--- src/rtl/enigma_sequencer.sv ---
// Character sequencer for the Enigma rotor chain: launch, collect, step, return.
// Optional rotor watchdog enabled by defining ENIGMA_SEQ_TIMEOUT_EN.
module enigma_sequencer #(
    parameter int NUM_ROTORS = 3,
    parameter int TIMEOUT    = 64
) (
    input  logic                  clk,
    input  logic                  reset_n,
    input  logic                  cfg_load,
    input  logic                  cfg_dec,
    input  logic                  in_valid,
    output logic                  in_ready,
    input  logic [7:0]            in_char,
    output logic                  out_valid,
    input  logic                  out_ready,
    output logic [7:0]            out_char,
    output logic                  rot_set,
    output logic                  rot_dec,
    output logic [NUM_ROTORS-1:0] rot_valid,
    output logic [7:0]            rot_din,
    output logic [NUM_ROTORS-1:0] rot_en,
    input  logic [7:0]            rot_dout,
    input  logic [NUM_ROTORS-1:0] rot_done,
    output logic                  busy,
    output logic                  err
);
    localparam int SW = $clog2(NUM_ROTORS + 1);

    typedef enum logic [2:0] {
        S_IDLE, S_CFG, S_LAUNCH, S_WAIT, S_STEP, S_OUT
    } state_t;

    state_t                r_state;
    state_t                w_next;
    logic [7:0]            r_cur;
    logic [SW-1:0]         r_stage;
    logic                  r_dec;
    logic [4:0]            r_pos [NUM_ROTORS];
    logic [SW-1:0]         w_rot;
    logic [NUM_ROTORS-1:0] w_oh;
    logic [NUM_ROTORS-1:0] w_en;
    logic                  w_hit;
    logic                  w_last;
    logic                  w_letter;
    logic                  w_tmo;

    assign w_rot    = r_dec ? (SW'(NUM_ROTORS - 1) - r_stage) : r_stage;
    assign w_oh     = NUM_ROTORS'(1) << w_rot;
    assign w_hit    = |(rot_done & w_oh);
    assign w_last   = (r_stage + 1'b1) == SW'(NUM_ROTORS);
    assign w_letter = (in_char >= 8'd65) && (in_char <= 8'd90);

    // Odometer carry: rotor k steps only when every lower rotor sits at 25.
    always_comb begin
        logic v_c;
        w_en = '0;
        v_c  = 1'b1;
        for (int k = 0; k < NUM_ROTORS; k++) begin
            w_en[k] = v_c;
            v_c     = v_c & (r_pos[k] == 5'd25);
        end
    end

    always_comb begin
        w_next = r_state;
        unique case (r_state)
            S_IDLE: begin
                if (cfg_load)      w_next = S_CFG;
                else if (in_valid) w_next = w_letter ? S_LAUNCH : S_OUT;
            end
            S_CFG:    w_next = S_IDLE;
            S_LAUNCH: w_next = S_WAIT;
            S_WAIT: begin
                if (w_hit)      w_next = w_last ? S_STEP : S_LAUNCH;
                else if (w_tmo) w_next = S_IDLE;
            end
            S_STEP:   w_next = S_OUT;
            S_OUT:    if (out_ready) w_next = S_IDLE;
            default:  w_next = S_IDLE;
        endcase
    end

    always_ff @(posedge clk or negedge reset_n) begin
        if (!reset_n) begin
            r_state <= S_IDLE;
            r_cur   <= 8'h00;
            r_stage <= '0;
            r_dec   <= 1'b0;
            for (int k = 0; k < NUM_ROTORS; k++) r_pos[k] <= 5'd0;
        end else begin
            r_state <= w_next;
            case (r_state)
                S_IDLE: begin
                    if (cfg_load) begin
                        r_dec <= cfg_dec;
                    end else if (in_valid) begin
                        r_cur   <= in_char;
                        r_stage <= '0;
                    end
                end
                S_CFG: begin
                    for (int k = 0; k < NUM_ROTORS; k++) r_pos[k] <= 5'd0;
                end
                S_WAIT: begin
                    if (w_hit) begin
                        r_cur   <= rot_dout;
                        r_stage <= r_stage + 1'b1;
                    end
                end
                S_STEP: begin
                    for (int k = 0; k < NUM_ROTORS; k++)
                        if (w_en[k])
                            r_pos[k] <= (r_pos[k] == 5'd25) ? 5'd0 : r_pos[k] + 5'd1;
                end
                default: ;
            endcase
        end
    end

`ifdef ENIGMA_SEQ_TIMEOUT_EN
    logic [7:0] r_wdog;
    logic       r_err;

    assign w_tmo = (r_wdog == 8'(TIMEOUT - 1));
    assign err   = r_err;

    always_ff @(posedge clk or negedge reset_n) begin
        if (!reset_n) begin
            r_wdog <= 8'd0;
            r_err  <= 1'b0;
        end else begin
            if (r_state == S_CFG)
                r_err <= 1'b0;
            else if (r_state == S_WAIT && !w_hit && w_tmo)
                r_err <= 1'b1;
            r_wdog <= (r_state == S_WAIT) ? r_wdog + 8'd1 : 8'd0;
        end
    end
`else
    assign w_tmo = 1'b0;
    assign err   = 1'b0;
`endif

    assign in_ready  = reset_n && (r_state == S_IDLE) && !cfg_load;
    assign busy      = (r_state != S_IDLE);
    assign rot_set   = (r_state == S_CFG);
    assign rot_dec   = r_dec;
    assign rot_valid = (r_state == S_LAUNCH) ? w_oh : '0;
    assign rot_din   = (r_state == S_LAUNCH) ? r_cur : 8'h00;
    assign rot_en    = (r_state == S_STEP) ? w_en : '0;
    assign out_valid = (r_state == S_OUT);
    assign out_char  = out_valid ? r_cur : 8'h00;
endmodule
--- config.mk ---
export PLATFORM = sky130hd
export DESIGN_NAME = enigma_sequencer
export DESIGN_NICKNAME = d
export VERILOG_FILES = /design/src/rtl/enigma_sequencer.sv
export SDC_FILE = /design/constraint.sdc
export NUM_CORES = 1
export LEC_CHECK = 0
export BUFFER_PORTS_ARGS = -buffer_cell sky130_fd_sc_hd__buf_2
export CAP_MARGIN = 10
export CELL_PAD_IN_SITES_DETAIL_PLACEMENT = 2
export CELL_PAD_IN_SITES_GLOBAL_PLACEMENT = 2
export CORE_MARGIN = 1.5
export CORE_UTILIZATION = 29
export CTS_CLUSTER_DIAMETER = 150
export DETAILED_ROUTE_END_ITERATION = 10
export HOLD_SLACK_MARGIN = 0.06
export PLACE_DENSITY_LB_ADDON = 0.1
export SYNTH_ARGS = -nofsm -noshare
export SYNTH_HDL_FRONTEND = slang
export SYNTH_SLANG_ARGS = --single-unit
--- constraint.sdc ---
create_clock -name clk -period 2.75 [get_ports clk]
set_input_delay 0.55 -clock clk [delete_from_list [all_inputs] [get_ports clk]]
set_output_delay 0.55 -clock clk [all_outputs]
set_load 0.05 [all_outputs]
==> impl_metrics.json, run 1 <==
{
  "ys_seq_elements": 24,
  "clkSlewWorstSetupHoldPaths_ns": 0.09,
  "final_common_cell": "buf_2",
  "dieArea_um2": 6010,
  "cts_resized": 0,
  "root_buffer": "clkbuf_8",
  "async_flop_share_pct": 100,
  "yosysUniqueCellTypes": 44,
  "cts_tree": "done",
  "cts_hold_buffers": 0,
  "overflow": 0,
  "drc": 0,
  "place_ws_ns": 0.241,
  "hold_violations": 0,
  "status": "complete, no violations",
  "synth_edf_count": 0,
  "hp-class": "in -> async",
  "via_per_inst": 5.06,
  "period_needed_ns": 2.52,
  "yosysWarnings": 0,
  "final_max_slew_viol_count": 0,
  "clock.fmax_mhz": 397,
  "htreeDepth": 1,
  "ios": 53,
  "setup_viol": 0,
  "globalplace.congestion": 0.796,
  "peakVddDrop_mv": 0.396,
  "grt_first_pass_wirelength_um": 8380,
  "cp-start-kind": "flop",
  "vias": 1492,
  "critPathKind": "reg -> out",
  "rows": 26,
  "synth_top_cell_area_share_pct": 37.3,
  "maxCapViolCount": 0,
  "layout.nets": 257,
  "required_ns": 2.20,
  "crit_fanout": 6,
  "dr.pass1.iters": 3,
  "synth-seq-area-share_pct": 37.3,
  "clock_sinks": 24,
  "clk_latency_ns": 0.27,
  "drt_iter0_markers": 35,
  "postRouteAntennaNets": 0,
  "dp.cells": 291,
  "antenna_found_initial": 0,
  "grt_pass1_vias": 1712,
  "worst_slew_pin_slew_ns": 0.566,
  "fin_cells": 295,
  "p_per_area_nw_per_um2": 1060,
  "leakage_nw": 0.981,
  "synth_top_cell_by_area": "dfrtp_1",
  "synth.avg_cell_area_um2": 9.37,
  "port_buffers": 51,
  "max-slew-margin-rel_pct": 62.1,
  "wl_um": 4850,
  "start_util_pct": 30.8,
  "wire_per_inst_um": 16.4,
  "worstSetupEndpointType": "output port",
  "grt_max_degree": 25,
  "hpwl_um": 3740,
  "synth_area_um2": 1610,
  "numCtsBuffers": 3,
  "die_w_um": 77.5,
  "synth_flop_cell": "dfrtp_1",
  "post-route-period-util_pct": 91.7,
  "postCtsSetupRepairBufs": 0,
  "post-route-util_pct": 38.4,
  "synth_fp_nets": 203,
  "fin_tns_setup_ns": 0,
  "worst_slack_ns": 0.229,
  "grt_setup_unrepaired": "no",
  "num_antenna_cells": 0,
  "core_um2": 5240,
  "syn_inst": 172,
  "syn2layout_area_growth_pct": 24.8,
  "cts_buffer_depth": 2,
  "synth_area_leaders": "dfrtp_1 37%, mux2_2 12%, and2_1 7.4%",
  "dieHeight_um": 77.5,
  "drive_gt1_share_pct": 37.3,
  "clock_skew_ns": 0.00325,
  "cp.arrival_ns": 1.97,
  "mostFrequentLayoutCells": "51 x buf_2, 24 x dfrtp_1, 19 x and2_1",
  "track_usage_pct": 17.3
}
[synthesized netlist by cell type, drive strengths merged (2+ instances only)]
library cell   n
nor3           7
mux2          17
and2          20
nand3          4
or3            5
a21oi         10
mux2i          2
nor2           8
or4            2
inv           10
nand4b         2
nor4b          2
a21o           2
buf            5
ha             6
nor2b          2
nor4           3
nand2         11
nand2b         2
and3           2
o21ai          9
dfrtp         24
[worst max-delay path: stages (launching register included)]
cell and delay [ns]:
dfrtp_1 0.47, inv_1 0.12, ha_1 0.32, mux2i_1 0.31
and3_2 0.22, buf_2 0.25
[final timing paths]
| path | startpoint | endpoint | slack [ns] | cells past startpoint |
|---|---|---|---|---|
| max in group asynchronous | reset_n | r_state[2] | 2.20 | 2 |
| setup reg to reg | r_stage[0] | r_cur[5] | 0.25 | 6 |
| hold reg to reg | r_cur[4] | r_cur[4] | 0.54 | 1 |
| min in group clk | cfg_dec | rot_dec | 0.51 | 2 |
| hold / removal | reset_n | rot_dec | 0.29 | 2 |
| setup / recovery | r_stage[0] | rot_valid[0] | 0.23 | 5 |
[per-stage QoR]
stage | total power, W | hold slack (ns) | instance area [um^2]
after floorplan | 0.00157 | 0.254 | 1620
after global placement | 0.00184 | 0.504 | 1960
after detailed placement | 0.00190 | 0.520 | 1960
after CTS | 0.00216 | 0.308 | 2010
after global routing | 0.00229 | 0.313 | 2010
final | 0.00213 | 0.291 | 2010
[area by class of cell]
| type | count | area [um^2] |
|---|---|---|
| flip-flops and latches | 24 | 601 |
| fillers | 608 | 3230 |
| well taps | 70 | 87.6 |
| multi-input cells | 131 | 941 |
| clock buffers | 4 | 55.1 |
| repair buffers | 55 | 285 |
| inverters | 11 | 42.5 |
[cell families after synthesis]
group | Yosys count | synth area share (%)
AOI/OAI and AO/OA | 31 | 12.9
adders and majority gates | 6 | 4.66
buffers and inverters | 17 | 4.74
DFF | 24 | 37.3
muxes | 19 | 13.1
other | 1 | 0.233
and+or+nand+nor | 74 | 27.1
[where the power goes]
part | switching, W | internal (W)
logic | 0.000813 | 0.000428
clock network | 0.000123 | 0.000128
registers | 0.000168 | 0.000473
total | 0.00110 | 0.00103
[flip-flops by register name, indices dropped and copies added, names as in the netlist]
name / cells
r_cur: 8
rot_dec: 1
r_pos: 10
r_stage: 2
r_state: 3
[metal layers]
| metal | GRT usage, % | wire length (um) | up-vias |
|---|---|---|---|
| li1 | - | - | 711 |
| met3 | 2.59 | 164 | 4 |
| met4 | 4.00 | 33 | 0 |
| met5 | 0 | 0 | - |
| met1 | 21.7 | 2230 | 744 |
| met2 | 30.9 | 2420 | 33 |
Note: power is estimated with default switching activity, not from simulation.
==> run 2: changes to the inputs <==
- ABC_AREA: unset -> 1
- CAP_MARGIN: 10 -> 20
- CORE_UTILIZATION: 29 -> 27
==> impl_metrics.json, run 2 <==
{
  "status": "complete, no violations",
  "setup_viol": 0,
  "hold_violations": 0,
  "syn_inst": 246,
  "track_usage_pct": 16.9,
  "p_per_area_nw_per_um2": 987,
  "reg2regPathDepth": 10,
  "clock_sinks": 24,
  "postCtsSetupRepairBufs": 0,
  "globalplace.congestion": 0.701,
  "synthTopCellsByCount": "75 x nand2_1, 29 x inv_1, 28 x nor2_1",
  "wire_per_inst_um": 13.9,
  "reg2reg_to": "r_state[1]",
  "root_buffer": "clkbuf_8",
  "synth_area_um2": 1700,
  "ys_seq_elements": 24,
  "grt_pass1_vias": 1806,
  "hp-class": "in -> async",
  "peakVddDrop_mv": 0.472,
  "cts_resized": 0,
  "cp_num_buf_inv": 3,
  "regToRegStartpoint": "r_stage[0]",
  "start_util_pct": 28.4,
  "grt_setup_unrepaired": "no",
  "drc": 0,
  "crit_chain": "inv_2 > nand2_1 > nor2_1 > inv_1 > nor3_1 > buf_2",
  "synth_top_cell_by_area": "dfrtp_1",
  "core_um2": 5990,
  "yosysUniqueCellTypes": 32,
  "synth_edf_count": 0,
  "post-route-util_pct": 34.7,
  "via_per_inst": 4.65,
  "maxCapViolCount": 0,
  "die_w_um": 82.3,
  "crit_cells": 6,
  "port_buffers": 51,
  "drive_gt1_share_pct": 28.0,
  "cpPeakStageDelay_ns": 0.41,
  "wl_um": 5160,
  "worstSetupEndpointType": "output port",
  "cts_hold_buffers": 0,
  "required_ns": 2.20,
  "drt_iter0_markers": 31,
  "clock_skew_ns": 0.00174,
  "synth_area_leaders": "dfrtp_1 35%, nand2_1 17%, inv_1 6.4%",
  "grt_first_pass_wirelength_um": 8670,
  "cp.arrival_ns": 1.86,
  "leakage_nw": 1.19,
  "largest_register_ffs": 10,
  "yosysWarnings": 0,
  "clk_latency_ns": 0.26,
  "critPathKind": "reg -> out",
  "htreeDepth": 1,
  "slowest_stage": "dfrtp_1",
  "dieArea_um2": 6780,
  "layout.nets": 329,
  "cts_buffer_depth": 2,
  "cts_tree": "done",
  "numCtsBuffers": 3,
  "cp_top_family": "buffers and inverters",
  "synth_top_cell_area_share_pct": 35.3,
  "final_max_slew_viol_count": 0,
  "multi_input_area_um2": 932,
  "synth_flop_cell": "dfrtp_1",
  "clkSlewWorstSetupHoldPaths_ns": 0.08,
  "largest-register": "r_pos",
  "grt_max_degree": 25,
  "synthMostInstantiatedCell": "nand2_1",
  "clock.fmax_mhz": 415,
  "top_regs": "r_pos x10, r_cur x8, r_state x3",
  "fin_tns_setup_ns": 0,
  "register_area_um2": 601,
  "rows": 28,
  "post-route-period-util_pct": 87.6,
  "overflow": 0,
  "startpoint": "r_state[2]",
  "fillers": 764,
  "synth-seq-area-share_pct": 35.3,
  "dr.pass1.iters": 4,
  "synth.avg_cell_area_um2": 6.91,
  "synth_fp_nets": 277,
  "syn2layout_area_growth_pct": 22.2,
  "crit_path_end": "rot_valid[0]",
  "crit_fanout": 11,
  "final_common_cell": "nand2_1",
  "ios": 53,
  "dieHeight_um": 82.3,
  "mostFrequentLayoutCells": "75 x nand2_1, 51 x buf_2, 29 x inv_1",
  "postRouteAntennaNets": 0,
  "hpwl_um": 4150,
  "cp-start-kind": "flop",
  "reg2reg_slack_ns": 0.88,
  "period_needed_ns": 2.41,
  "num_antenna_cells": 0,
  "antenna_found_initial": 0,
  "vias": 1726,
  "async_flop_share_pct": 100
}
## run 2: cell count changes after synthesis, sizes merged, moves of 13 or more
| cell | previous run | this run |
|---|---|---|
| nand2 | 11 | 80 |
| inv | 10 | 39 |
| nor2 | 8 | 34 |
| and2 | 20 | 0 |
| mux2 | 17 | 0 |
| nand3 | 4 | 18 |
| nand4 | 0 | 13 |
## run 2: worst min-delay path by stage
stage	start	to	slack, ns	cells past startpoint
floorplan	reset_n	r_cur[0]	0.25	0
global route	reset_n	r_pos[11]	0.35	2
detailed placement	r_cur[6]	r_cur[6]	0.46	2
finish	reset_n	r_pos[11]	0.32	2
CTS	reset_n	r_pos[5]	0.34	2
global placement	r_cur[7]	r_cur[7]	0.46	2
## run 2: logic make-up after synthesis
| logic type | Yosys count | synth area share (%) |
|---|---|---|
| flops | 24 | 35.3 |
| simple gates | 153 | 43.4 |
| other cells | 1 | 0.221 |
| fa+ha+maj | 6 | 4.42 |
| xor+xnor | 4 | 2.06 |
| compound gates | 14 | 4.34 |
| buf+inv | 44 | 10.2 |
## run 2: stage by stage
step / std cells / total power [W] / cell area [um^2] / worst slack [ns] / hold WS, ns
2_1_floorplan: 246 / 0.00155 / 1710 / 0.191 / 0.254
3_3_place_gp: 368 / 0.00184 / 2040 / 0.659 / 0.458
3_5_place_dp: 368 / 0.00187 / 2040 / 0.627 / 0.463
4_1_cts: 371 / 0.00209 / 2080 / 0.310 / 0.337
5_1_grt: 371 / 0.00227 / 2080 / 0.131 / 0.349
6_report: 371 / 0.00205 / 2080 / 0.342 / 0.322
## run 2: cell type report
cell class / count / area share (%)
clock buffers: 3 / 1.99
repair buffers: 52 / 12.7
inverters: 39 / 7.05
flip-flops and latches: 24 / 28.9
multi-input cells: 178 / 44.9
well taps: 75 / 4.52
## run 2: worst reg2reg max path, cell delays in order (launching register included)
cell and delay (ns):
dfrtp_1 0.41, inv_1 0.12, ha_1 0.33, nand2_1 0.10, nand2_1 0.09, nand3_1 0.09
nand3_2 0.28, nand2_1 0.18, inv_2 0.06, nand2_1 0.06, nand2_1 0.05
## run 2: power breakdown
group	total, W	internal, W	switching, W
clock	0.000211	0.0000981	0.000113
combinational	0.00128	0.000323	0.000958
sequential	0.000558	0.000465	0.0000931
## run 2: routing by layer
layer / track usage [%] / part of all wire [%]
met1: 23.0 / 48
met2: 28.1 / 47
met4: 4.58 / 1.0
met3: 1.87 / 3.3
met5: 0 / 0
==> run 3: changes to the inputs <==
- CORE_ASPECT_RATIO: unset -> 0.75
==> impl_metrics.json, run 3 (synthesized netlist as in run 2, its figures left out) <==
{
  "place_ws_ns": 0.646,
  "htreeDepth": 1,
  "root_buffer": "clkbuf_8",
  "register_area_um2": 601,
  "dr.pass1.iters": 4,
  "design_area_um2": 2090,
  "grt_pass1_vias": 1779,
  "syn2layout_area_growth_pct": 23.3,
  "drt_iter0_markers": 70,
  "status": "complete, no violations",
  "post-route-util_pct": 35.2,
  "largest_register_ffs": 10,
  "reg2reg_slack_ns": 0.88,
  "grt_max_degree": 25,
  "core_um2": 5950,
  "grt_first_pass_wirelength_um": 9250,
  "crit_fanout": 11,
  "drive_gt1_share_pct": 28.3,
  "crit_chain": "inv_2 > nand2_1 > nor2_1 > inv_1 > nor3_1 > buf_2",
  "dieHeight_um": 71.7,
  "p_per_area_nw_per_um2": 1010,
  "via_per_inst": 4.66,
  "multi_input_area_um2": 932,
  "clkSlewWorstSetupHoldPaths_ns": 0.09,
  "slowest_stage": "dfrtp_1",
  "grt_setup_unrepaired": "no",
  "period_needed_ns": 2.36,
  "critPathKind": "reg -> out",
  "cts_buffer_depth": 2,
  "postRouteAntennaNets": 0,
  "port_buffers": 51,
  "peakVddDrop_mv": 0.297,
  "dp.cells": 371,
  "clock_sinks": 24,
  "hp-class": "in -> async",
  "cp_num_buf_inv": 3,
  "rows": 24,
  "track_usage_pct": 17.8,
  "cp-start-kind": "flop",
  "cts_resized": 0,
  "final_max_slew_viol_count": 0,
  "num_antenna_cells": 0,
  "setup_viol": 0,
  "worst_slack_ns": 0.389,
  "antenna_found_initial": 0,
  "drc": 0,
  "numCtsBuffers": 3,
  "cts_hold_buffers": 0,
  "cts_tree": "done",
  "fin_tns_setup_ns": 0,
  "largest-register": "r_pos",
  "cpPeakStageDelay_ns": 0.41,
  "wl_um": 5500,
  "cp_top_family": "buffers and inverters",
  "start_util_pct": 28.6,
  "leakage_nw": 1.20,
  "overflow": 0,
  "final_common_cell": "nand2_1",
  "regToRegStartpoint": "r_stage[0]",
  "layout.nets": 329,
  "dieArea_um2": 6780,
  "cp.arrival_ns": 1.81,
  "hpwl_um": 4590,
  "fin_cells": 375,
  "fillers": 789,
  "post-route-period-util_pct": 85.9,
  "postCtsSetupRepairBufs": 0,
  "wire_per_inst_um": 14.7,
  "die_w_um": 94.6,
  "clock.fmax_mhz": 424,
  "hold_violations": 0,
  "clk_latency_ns": 0.27,
  "vias": 1748,
  "reg2regPathDepth": 10,
  "top_regs": "r_pos x10, r_cur x8, r_state x3",
  "placed_area_um2": 2040,
  "required_ns": 2.20,
  "ios": 53,
  "clock_skew_ns": 0.00523,
  "reg2reg_to": "r_state[1]",
  "mostFrequentLayoutCells": "75 x nand2_1, 51 x buf_2, 29 x inv_1",
  "globalplace.congestion": 0.760,
  "worstSetupEndpointType": "output port",
  "maxCapViolCount": 0
}
-- run 3: layer usage --
layer  GRT usage [%]  wire [um]  part of all wire [%]
met5               0          0                     0
met4            4.48         49                  0.89
met2            27.1       2420                    44
met1            26.6       2870                    52
met3            2.23        151                   2.7
-- run 3: worst max path at each step --
stage / from / end / slack [ns] / cells past startpoint
4_1_cts: r_state[2] / rot_valid[0] / 0.34 / 6
2_1_floorplan: r_stage[0] / rot_valid[0] / 0.19 / 5
5_1_grt: r_state[2] / rot_valid[0] / 0.18 / 6
3_3_place_gp: r_state[2] / rot_valid[0] / 0.75 / 6
3_5_place_dp: r_state[2] / rot_valid[0] / 0.65 / 6
6_report: r_state[2] / rot_valid[0] / 0.39 / 6
-- run 3: cell type report --
class	count	share of cell area (%)
Timing Repair Buffer	52	12.5
Clock buffer	4	2.63
Multi-Input combinational cell	178	44.5
Sequential cell	24	28.7
Tap cell	78	4.66
Inverter	39	6.99
-- run 3: through the flow --
step,total power [W],hold slack [ns]
floorplan,0.00155,0.254
global placement,0.00185,0.460
detailed placement,0.00191,0.464
CTS,0.00216,0.296
global route,0.00232,0.302
finish,0.00212,0.284
-- run 3: worst reg2reg max path: stages, from the launching register on --
cell and delay, ns:
dfrtp_1 0.40, inv_1 0.12, ha_1 0.32, nand2_1 0.09
nand2_1 0.09, nand3_1 0.10, nand3_2 0.29, nand2_1 0.18
inv_2 0.06, nand2_1 0.06, nand2_1 0.05
-- run 3: report_power, final --
part	leakage, nW	internal (W)	switching [W]	total, W
combinational	0.859	0.000324	0.000988	0.00131
sequential	0.314	0.000465	0.0000943	0.000559
clock	0.0288	0.000128	0.000121	0.000249
total	1.20	0.000917	0.00120	0.00212
